File: src/rtl/seq_expr_calc_if.sv
// seq_expr_calc_if: token input and result output bundle of the calculator.
// master = token source / result sink (front-end), slave = seq_expr_calc.
interface seq_expr_calc_if #(
    parameter int W = 8
);
    logic         CLEAR;
    logic         IN_VALID;
    logic         IN_READY;
    logic [W-1:0] IN_MAG;
    logic         IN_NEG;
    logic [1:0]   IN_OP;
    logic         IN_LAST;
    logic [W-1:0] RES_MAG;
    logic         RES_NEG;
    logic         RES_VALID;
    logic         BUSY;
    logic         FLAG_ZERO;
    logic         FLAG_DIVZ;
    logic         FLAG_OVF;

    modport master (
        output CLEAR, IN_VALID, IN_MAG, IN_NEG, IN_OP, IN_LAST,
        input  IN_READY, RES_MAG, RES_NEG, RES_VALID, BUSY,
        input  FLAG_ZERO, FLAG_DIVZ, FLAG_OVF
    );

    modport slave (
        input  CLEAR, IN_VALID, IN_MAG, IN_NEG, IN_OP, IN_LAST,
        output IN_READY, RES_MAG, RES_NEG, RES_VALID, BUSY,
        output FLAG_ZERO, FLAG_DIVZ, FLAG_OVF
    );
endinterface

File: src/rtl/seq_expr_calc.sv
// seq_expr_calc: sequential sign-magnitude expression calculator (+ - * /).
// Ports: CLOCK_50, RESET_N (async low), bus = token in / result + flags out.
module seq_expr_calc #(
    parameter int W       = 8,
    parameter int N_OPS   = 5,
    parameter bit PREC_EN = 1'b1
) (
    input logic            CLOCK_50,
    input logic            RESET_N,
    seq_expr_calc_if.slave bus
);
    localparam int SW = W + 2;
    localparam int PW = 2 * W + 2;
    localparam int IW = $clog2(W) + 1;
    localparam logic [W-1:0]  MAXV = {W{1'b1}};
    localparam logic [3:0]    NOPS = 4'(N_OPS);
    localparam logic [IW-1:0] ITL  = IW'(W - 1);
    localparam logic [1:0] OP_ADD = 2'b00;
    localparam logic [1:0] OP_SUB = 2'b01;
    localparam logic [1:0] OP_MUL = 2'b10;
    localparam logic [1:0] OP_DIV = 2'b11;

    typedef enum logic [2:0] {
        S_IDLE, S_ACCEPT, S_MUL, S_DIV, S_FOLD, S_DONE
    } state_e;

    state_e        state_q, state_d;
    logic [SW-1:0] sum_q, sum_d, term_q, term_d;
    logic [3:0]    cnt_q, cnt_d;
    logic          last_q, last_d, neg_q, neg_d;
    logic          divz_q, divz_d, ovf_q, ovf_d;
    logic [PW-1:0] acc_q, acc_d, mcand_q, mcand_d;
    logic [W-1:0]  opb_q, opb_d;   // multiplier (shifts right) or divisor
    logic [W-1:0]  dq_q, dq_d;     // dividend shifting out, quotient in
    logic [W:0]    rem_q, rem_d;
    logic [IW-1:0] it_q, it_d;
    logic [W-1:0]  rmag_q, rmag_d;
    logic          rneg_q, rneg_d, rval_q, rval_d;
    logic          rzero_q, rzero_d, rdivz_q, rdivz_d, rovf_q, rovf_d;
    logic          in_ready, busy;

    function automatic logic [SW-1:0] to_s(input logic [W-1:0] m,
                                           input logic n);
        logic [SW-1:0] e;
        e = {2'b00, m};
        return n ? (~e + SW'(1)) : e;
    endfunction

    logic          xfer, tok_last, div_ge;
    logic [SW-1:0] tabs, opnd, fold_r, fold_abs;
    logic [PW-1:0] mul_sum;
    logic [W:0]    div_sh;
    logic [W-1:0]  div_q, dvd;

    assign xfer     = bus.IN_VALID && in_ready && !bus.CLEAR;
    // the N_OPS-th operand closes the expression even without IN_LAST
    assign tok_last = bus.IN_LAST || (cnt_q + 4'd1 == NOPS);
    assign tabs     = term_q[SW-1] ? (~term_q + SW'(1)) : term_q;
    assign opnd     = to_s(bus.IN_MAG, bus.IN_NEG ^ (bus.IN_OP == OP_SUB));
    assign mul_sum  = acc_q + (opb_q[0] ? mcand_q : '0);
    assign div_sh   = {rem_q[W-1:0], dq_q[W-1]};
    assign div_ge   = div_sh >= {1'b0, opb_q};
    assign div_q    = {dq_q[W-2:0], div_ge};
    assign fold_r   = sum_q + term_q;
    assign fold_abs = fold_r[SW-1] ? (~fold_r + SW'(1)) : fold_r;
    // a left-to-right chain can exceed W bits before a divide; clip it
    assign dvd      = (tabs > SW'(MAXV)) ? MAXV : tabs[W-1:0];

    always_ff @(posedge CLOCK_50 or negedge RESET_N) begin
        if (!RESET_N) state_q <= S_IDLE;
        else          state_q <= state_d;
    end

    always_comb begin
        state_d = state_q;
        if (bus.CLEAR) begin
            state_d = S_IDLE;
        end else begin
            unique case (state_q)
                S_IDLE:
                    if (xfer) state_d = bus.IN_LAST ? S_FOLD : S_ACCEPT;
                S_ACCEPT:
                    if (xfer) begin
                        if (bus.IN_OP == OP_MUL)      state_d = S_MUL;
                        else if (bus.IN_OP == OP_DIV) state_d = S_DIV;
                        else if (tok_last)            state_d = S_FOLD;
                    end
                S_MUL:
                    if (it_q == ITL) state_d = last_q ? S_FOLD : S_ACCEPT;
                S_DIV:
                    if (opb_q == '0 || it_q == ITL)
                        state_d = last_q ? S_FOLD : S_ACCEPT;
                S_FOLD:  state_d = S_DONE;
                S_DONE:  state_d = S_IDLE;
                default: state_d = S_IDLE;
            endcase
        end
    end

    always_comb begin
        in_ready = (state_q == S_IDLE) || (state_q == S_ACCEPT);
        busy     = (state_q != S_IDLE);
    end

    always_comb begin
        sum_d   = sum_q;
        term_d  = term_q;
        cnt_d   = cnt_q;
        last_d  = last_q;
        neg_d   = neg_q;
        divz_d  = divz_q;
        ovf_d   = ovf_q;
        acc_d   = acc_q;
        mcand_d = mcand_q;
        opb_d   = opb_q;
        dq_d    = dq_q;
        rem_d   = rem_q;
        it_d    = it_q;
        rmag_d  = rmag_q;
        rneg_d  = rneg_q;
        rzero_d = rzero_q;
        rdivz_d = rdivz_q;
        rovf_d  = rovf_q;
        rval_d  = 1'b0;
        unique case (state_q)
            S_IDLE:
                if (xfer) begin
                    term_d = to_s(bus.IN_MAG, bus.IN_NEG);
                    sum_d  = '0;
                    cnt_d  = 4'd1;
                    divz_d = 1'b0;
                    ovf_d  = 1'b0;
                end
            S_ACCEPT:
                if (xfer) begin
                    cnt_d  = cnt_q + 4'd1;
                    last_d = tok_last;
                    it_d   = '0;
                    neg_d  = term_q[SW-1] ^ bus.IN_NEG;
                    opb_d  = bus.IN_MAG;
                    unique case (bus.IN_OP)
                        OP_ADD, OP_SUB:
                            if (PREC_EN) begin
                                sum_d  = sum_q + term_q;
                                term_d = opnd;
                            end else begin
                                term_d = term_q + opnd;
                            end
                        OP_MUL: begin
                            acc_d   = '0;
                            mcand_d = PW'(tabs);
                        end
                        default: begin
                            rem_d = '0;
                            dq_d  = dvd;
                            ovf_d = ovf_q | (tabs > SW'(MAXV));
                        end
                    endcase
                end
            S_MUL: begin
                acc_d   = mul_sum;
                mcand_d = mcand_q << 1;
                opb_d   = opb_q >> 1;
                it_d    = it_q + IW'(1);
                if (it_q == ITL) begin
                    if (mul_sum > PW'(MAXV)) begin
                        term_d = to_s(MAXV, neg_q);
                        ovf_d  = 1'b1;
                    end else begin
                        term_d = to_s(mul_sum[W-1:0], neg_q);
                    end
                end
            end
            S_DIV:
                if (opb_q == '0) begin
                    term_d = to_s(MAXV, neg_q);
                    divz_d = 1'b1;
                end else begin
                    rem_d = div_ge ? div_sh - {1'b0, opb_q} : div_sh;
                    dq_d  = div_q;
                    it_d  = it_q + IW'(1);
                    if (it_q == ITL) term_d = to_s(div_q, neg_q);
                end
            S_FOLD:
                if (fold_abs > SW'(MAXV)) begin
                    term_d = to_s(MAXV, fold_r[SW-1]);
                    ovf_d  = 1'b1;
                end else begin
                    term_d = fold_r;
                end
            S_DONE:
                if (!bus.CLEAR) begin
                    rmag_d  = tabs[W-1:0];
                    rneg_d  = term_q[SW-1];
                    rzero_d = (term_q == '0);
                    rdivz_d = divz_q;
                    rovf_d  = ovf_q;
                    rval_d  = 1'b1;
                end
            default: ;
        endcase
    end

    always_ff @(posedge CLOCK_50 or negedge RESET_N) begin
        if (!RESET_N) begin
            sum_q   <= '0;
            term_q  <= '0;
            cnt_q   <= '0;
            last_q  <= 1'b0;
            neg_q   <= 1'b0;
            divz_q  <= 1'b0;
            ovf_q   <= 1'b0;
            acc_q   <= '0;
            mcand_q <= '0;
            opb_q   <= '0;
            dq_q    <= '0;
            rem_q   <= '0;
            it_q    <= '0;
            rmag_q  <= '0;
            rneg_q  <= 1'b0;
            rzero_q <= 1'b0;
            rdivz_q <= 1'b0;
            rovf_q  <= 1'b0;
            rval_q  <= 1'b0;
        end else begin
            sum_q   <= sum_d;
            term_q  <= term_d;
            cnt_q   <= cnt_d;
            last_q  <= last_d;
            neg_q   <= neg_d;
            divz_q  <= divz_d;
            ovf_q   <= ovf_d;
            acc_q   <= acc_d;
            mcand_q <= mcand_d;
            opb_q   <= opb_d;
            dq_q    <= dq_d;
            rem_q   <= rem_d;
            it_q    <= it_d;
            rmag_q  <= rmag_d;
            rneg_q  <= rneg_d;
            rzero_q <= rzero_d;
            rdivz_q <= rdivz_d;
            rovf_q  <= rovf_d;
            rval_q  <= rval_d;
        end
    end

    assign bus.IN_READY  = in_ready;
    assign bus.BUSY      = busy;
    assign bus.RES_MAG   = rmag_q;
    assign bus.RES_NEG   = rneg_q;
    assign bus.RES_VALID = rval_q;
    assign bus.FLAG_ZERO = rzero_q;
    assign bus.FLAG_DIVZ = rdivz_q;
    assign bus.FLAG_OVF  = rovf_q;
endmodule

File: src/flat_wrapper.sv
// flat-port wrapper written by rule: the top's interface ports become plain ports
module seq_expr_calc_flat 
#(
    parameter int W       = 8,
    parameter int N_OPS   = 5,
    parameter bit PREC_EN = 1'b1
)
  (CLOCK_50, RESET_N, bus_CLEAR, bus_IN_VALID, bus_IN_MAG, bus_IN_NEG, bus_IN_OP, bus_IN_LAST, bus_IN_READY, bus_RES_MAG, bus_RES_NEG, bus_RES_VALID, bus_BUSY, bus_FLAG_ZERO, bus_FLAG_DIVZ, bus_FLAG_OVF);
  seq_expr_calc_if #(.W(W)) bus_i ();
  input logic CLOCK_50;
  input logic RESET_N;
  input wire logic [$bits(bus_i.CLEAR)-1:0] bus_CLEAR;
  input wire logic [$bits(bus_i.IN_VALID)-1:0] bus_IN_VALID;
  input wire logic [$bits(bus_i.IN_MAG)-1:0] bus_IN_MAG;
  input wire logic [$bits(bus_i.IN_NEG)-1:0] bus_IN_NEG;
  input wire logic [$bits(bus_i.IN_OP)-1:0] bus_IN_OP;
  input wire logic [$bits(bus_i.IN_LAST)-1:0] bus_IN_LAST;
  output wire logic [$bits(bus_i.IN_READY)-1:0] bus_IN_READY;
  output wire logic [$bits(bus_i.RES_MAG)-1:0] bus_RES_MAG;
  output wire logic [$bits(bus_i.RES_NEG)-1:0] bus_RES_NEG;
  output wire logic [$bits(bus_i.RES_VALID)-1:0] bus_RES_VALID;
  output wire logic [$bits(bus_i.BUSY)-1:0] bus_BUSY;
  output wire logic [$bits(bus_i.FLAG_ZERO)-1:0] bus_FLAG_ZERO;
  output wire logic [$bits(bus_i.FLAG_DIVZ)-1:0] bus_FLAG_DIVZ;
  output wire logic [$bits(bus_i.FLAG_OVF)-1:0] bus_FLAG_OVF;
  assign bus_i.CLEAR = bus_CLEAR;
  assign bus_i.IN_VALID = bus_IN_VALID;
  assign bus_i.IN_MAG = bus_IN_MAG;
  assign bus_i.IN_NEG = bus_IN_NEG;
  assign bus_i.IN_OP = bus_IN_OP;
  assign bus_i.IN_LAST = bus_IN_LAST;
  assign bus_IN_READY = bus_i.IN_READY;
  assign bus_RES_MAG = bus_i.RES_MAG;
  assign bus_RES_NEG = bus_i.RES_NEG;
  assign bus_RES_VALID = bus_i.RES_VALID;
  assign bus_BUSY = bus_i.BUSY;
  assign bus_FLAG_ZERO = bus_i.FLAG_ZERO;
  assign bus_FLAG_DIVZ = bus_i.FLAG_DIVZ;
  assign bus_FLAG_OVF = bus_i.FLAG_OVF;
  seq_expr_calc #(.W(W), .N_OPS(N_OPS), .PREC_EN(PREC_EN)) u_core (.CLOCK_50(CLOCK_50), .RESET_N(RESET_N), .bus(bus_i));
endmodule
File: config.mk
export PLATFORM = sky130hd
export DESIGN_NAME = seq_expr_calc_flat
export DESIGN_NICKNAME = d
export VERILOG_FILES = /design/src/rtl/seq_expr_calc_if.sv /design/src/rtl/seq_expr_calc.sv /design/src/flat_wrapper.sv
export SDC_FILE = /design/constraint.sdc
export NUM_CORES = 1
export LEC_CHECK = 0
export ABC_AREA = 1
export ABC_CLOCK_PERIOD_IN_PS = 4800
export BUFFER_PORTS_ARGS = -buffer_cell sky130_fd_sc_hd__buf_2
export CAP_MARGIN = 20
export CORE_UTILIZATION = 53
export DETAILED_ROUTE_END_ITERATION = 10
export HOLD_SLACK_MARGIN = 0.15
export PLACE_DENSITY_LB_ADDON = 0.3
export SYNTH_ARGS = -nofsm -noshare
export SYNTH_HDL_FRONTEND = slang
export SYNTH_SLANG_ARGS = --single-unit
File: constraint.sdc
create_clock -name CLOCK_50 -period 4.8 [get_ports CLOCK_50]
set_clock_uncertainty 0.1 [all_clocks]
set_input_delay 0 -clock CLOCK_50 [delete_from_list [all_inputs] [get_ports CLOCK_50]]
set_output_delay 0 -clock CLOCK_50 [all_outputs]
set_load 0.01 [all_outputs]
==> results.json <==
{
  "syn_to_final_growth_pct": 9.62,
  "ioPinCount": 31,
  "p_comb_share_pct": 64.2,
  "ys_seq_elements": 108,
  "cp.required_ns": 5.01,
  "crit_arrival_ns": 3.74,
  "pwr-share-seq_pct": 24.8,
  "power_mw": 6.68,
  "cts_sinks": 108,
  "hold_class": "in2async",
  "totalWireLength_um": 23100,
  "p_leak_nw": 4.89,
  "place.gp.congestion": 0.928,
  "grt_pass1_vias": 7620,
  "holdWs_ns": 0.224,
  "cts_tree": "yes",
  "n_antenna_cell": 0,
  "grt_pass1_wl_um": 37700,
  "viasPerCell": 5.47,
  "critical_path.cell_chain": "nor2_4 -> inv_4 -> nor2_4 -> buf_4 -> inv_2 -> buf_4 -> o221ai_2 -> nor2_2 -> nand2_1 -> inv_1 -> nand3_1 -> dlygate4sd3_1 -> o21ai_1 -> dlygate4sd3_1",
  "dieHeight_um": 128,
  "fin_area_mm2": 0.00928,
  "synth.yosys.seq_area_share_pct": 31.9,
  "grt_usage_pct": 29.4,
  "initial_core_util_pct": 55.1,
  "cts-buffers-inserted": 9,
  "h-tree-depth": 3,
  "finalMaxSlewViolations": 0,
  "synthesis.nets": 1301,
  "syn_inst": 1239,
  "end_kind": "register",
  "post-route-drc-count": 0,
  "p_per_area_mw_per_mm2": 720,
  "fmaxAchievable_mhz": 283,
  "p_switching_mw": 3.57,
  "dpl_worst_slack_ns": 1.49,
  "wl_per_cell_um": 15.5,
  "yosysWarnings": 0,
  "post-route-period-util_pct": 73.7,
  "dpl.hpwl_um": 17600,
  "worstSetupPathType": "reg2reg",
  "port_buffers": 30,
  "power.internal_mw": 3.10,
  "grt_overflow": 0,
  "period_needed_ns": 3.54,
  "slowest_stage": "dlygate4sd3_1",
  "switching_share_pct": 53.5,
  "clkSlewWorstSetupHoldPaths_ns": 0.08,
  "layout_common_cells": "296 x nand2_1, 206 x inv_1, 108 x dfrtp_1",
  "drtIter0Drc": 700,
  "critPathMaxFanout": 44,
  "slowest_delay_ns": 0.57,
  "synth-async-reset-ratio_pct": 100,
  "finalHoldViolCount": 0,
  "finalNetCount": 1341,
  "dpl.cell_count": 1460,
  "setup_viol": 0,
  "setup_tns_ns": 0,
  "synth.avg_cell_area_um2": 6.83,
  "core_area_mm2": 0.0154,
  "synth_ff_type": "dfrtp_1",
  "root_buffer": "clkbuf_16",
  "fin_util_pct": 60.4,
  "num_vias": 8177,
  "final_common_cell": "nand2_1",
  "drive_gt1_share_pct": 10.6,
  "antenna_found_initial": 0,
  "p_clk_share_pct": 11.1,
  "synth_edf_count": 0,
  "dieArea_mm2": 0.0165,
  "fin_ws_ns": 1.26,
  "critPathLaunchType": "register",
  "rsz0062_at_grt": "false",
  "instances_no_fill": 1495,
  "relSlewSlack_pct": 35.8,
  "grt_start_max_net_pins": 74,
  "drtPass1Iterations": 6,
  "dpl_cell_area_mm2": 0.00881,
  "die_w_um": 128,
  "clock_latency_ns": 0.37,
  "status": "complete, no violations",
  "vdd_drop_max_uv": 311,
  "synth_cell_type_count": 54,
  "fp-row-count": 45,
  "worstMarginPinSlew_ns": 0.962,
  "drtAntennaViolNets": 0,
  "drv_cap": 0,
  "syn_area_mm2": 0.00847,
  "cts_buffer_depth": 2
}
path summary, 6_finish.rpt:
kind / start / end / depth (start not counted) / slack [ns]
worst max register to register: u_core.state_q[2] / u_core.state_q[0] / 14 / 1.26
min in group CLOCK_50: u_core.bus.FLAG_OVF / u_core.bus.FLAG_OVF / 2 / 0.37
worst min-delay path: RESET_N / u_core.rem_q[7] / 2 / 0.22
worst max-delay path: u_core.state_q[2] / u_core.state_q[0] / 14 / 1.26
worst min register to register: u_core.bus.FLAG_OVF / u_core.bus.FLAG_OVF / 2 / 0.37
max in group asynchronous: RESET_N / u_core.mcand_q[13] / 3 / 3.33
power by group through the flow:
stage | sequential, mW | clock [mW] | combinational (mW)
6_report | 1.65 | 0.738 | 4.29
5_1_grt | 1.70 | 0.783 | 4.83
4_1_cts | 1.65 | 0.752 | 4.24
3_5_place_dp | 1.66 | 0 | 4.20
3_3_place_gp | 1.66 | 0 | 4.13
2_1_floorplan | 1.53 | 0 | 3.25
cells by family after synthesis:
logic type               Yosys count  synth area share, %
AND/OR/NAND/NOR                  569                 30.8
buffers and inverters            262                 11.9
AO/OA/AOI/OAI                    226                 15.4
flip-flops                       108                 31.9
adder cells (fa/ha/maj)           47                 7.18
XOR/XNOR                          27                 2.79
layout make-up:
| type | instances | area (um2) |
|---|---|---|
| tap | 211 | 264 |
| inverter | 237 | 897 |
| multi-input combinational | 869 | 4750 |
| fill | 1428 | 6090 |
| timing repair buffer | 54 | 380 |
| clock buffer | 9 | 225 |
| sequential | 108 | 2700 |
| clock inverter | 7 | 58.8 |
synth_stat cells (9+ instances only):
master,instances,share of area (%)
o22ai_1,39,2.9
inv_1,206,9.1
dfrtp_1,108,32
clkbuf_1,13,0.58
o21ai_1,15,0.89
a31oi_1,16,1.2
nand2_2,18,1.3
a21oi_1,51,3.0
o21ai_0,78,4.6
inv_2,27,1.2
ha_1,43,6.4
xor2_1,19,2.0
nand3_1,79,4.7
nor2_2,9,0.67
nand2_1,296,13
nor2_1,88,3.9
nand4_1,20,1.5
nor3_1,21,1.2
routing by layer:
metal / wire, um / global-route usage, % / vias up
met5: 0 / 0 / -
met4: 620 / 9.55 / 0
met3: 1180 / 4.03 / 43
met2: 10800 / 49.7 / 259
met1: 10500 / 39.0 / 3784
li1: - / - / 4091
worst max-delay path, delay by kind of cell, from the launching register on:
family	cells	cell delay, ns
AOI/OAI and AO/OA	2	0.26
buffers and inverters	7	2.09
DFF	1	0.54
and+or+nand+nor	5	0.45
repair_timing:
item / CTS / global route
endpoints found under the hold margin: 116 / 0
resized for setup: 0 / 0
setup buffers: 0 / 0
hold buffers: 19 / 0
sequential cells by signal, summed over array words and instances, names as in the netlist, 3 cells and up:
| name | count |
|---|---|
| u_core.acc_q | 18 |
| u_core.mcand_q | 18 |
| u_core.sum_q | 10 |
| u_core.term_q | 10 |
| u_core.bus.RES_MAG | 8 |
| u_core.dq_q | 8 |
| u_core.opb_q | 8 |
| u_core.rem_q | 8 |
| u_core.cnt_q | 4 |
| u_core.it_q | 4 |
| u_core.state_q | 3 |
Note: power is estimated with default switching activity, not from simulation.
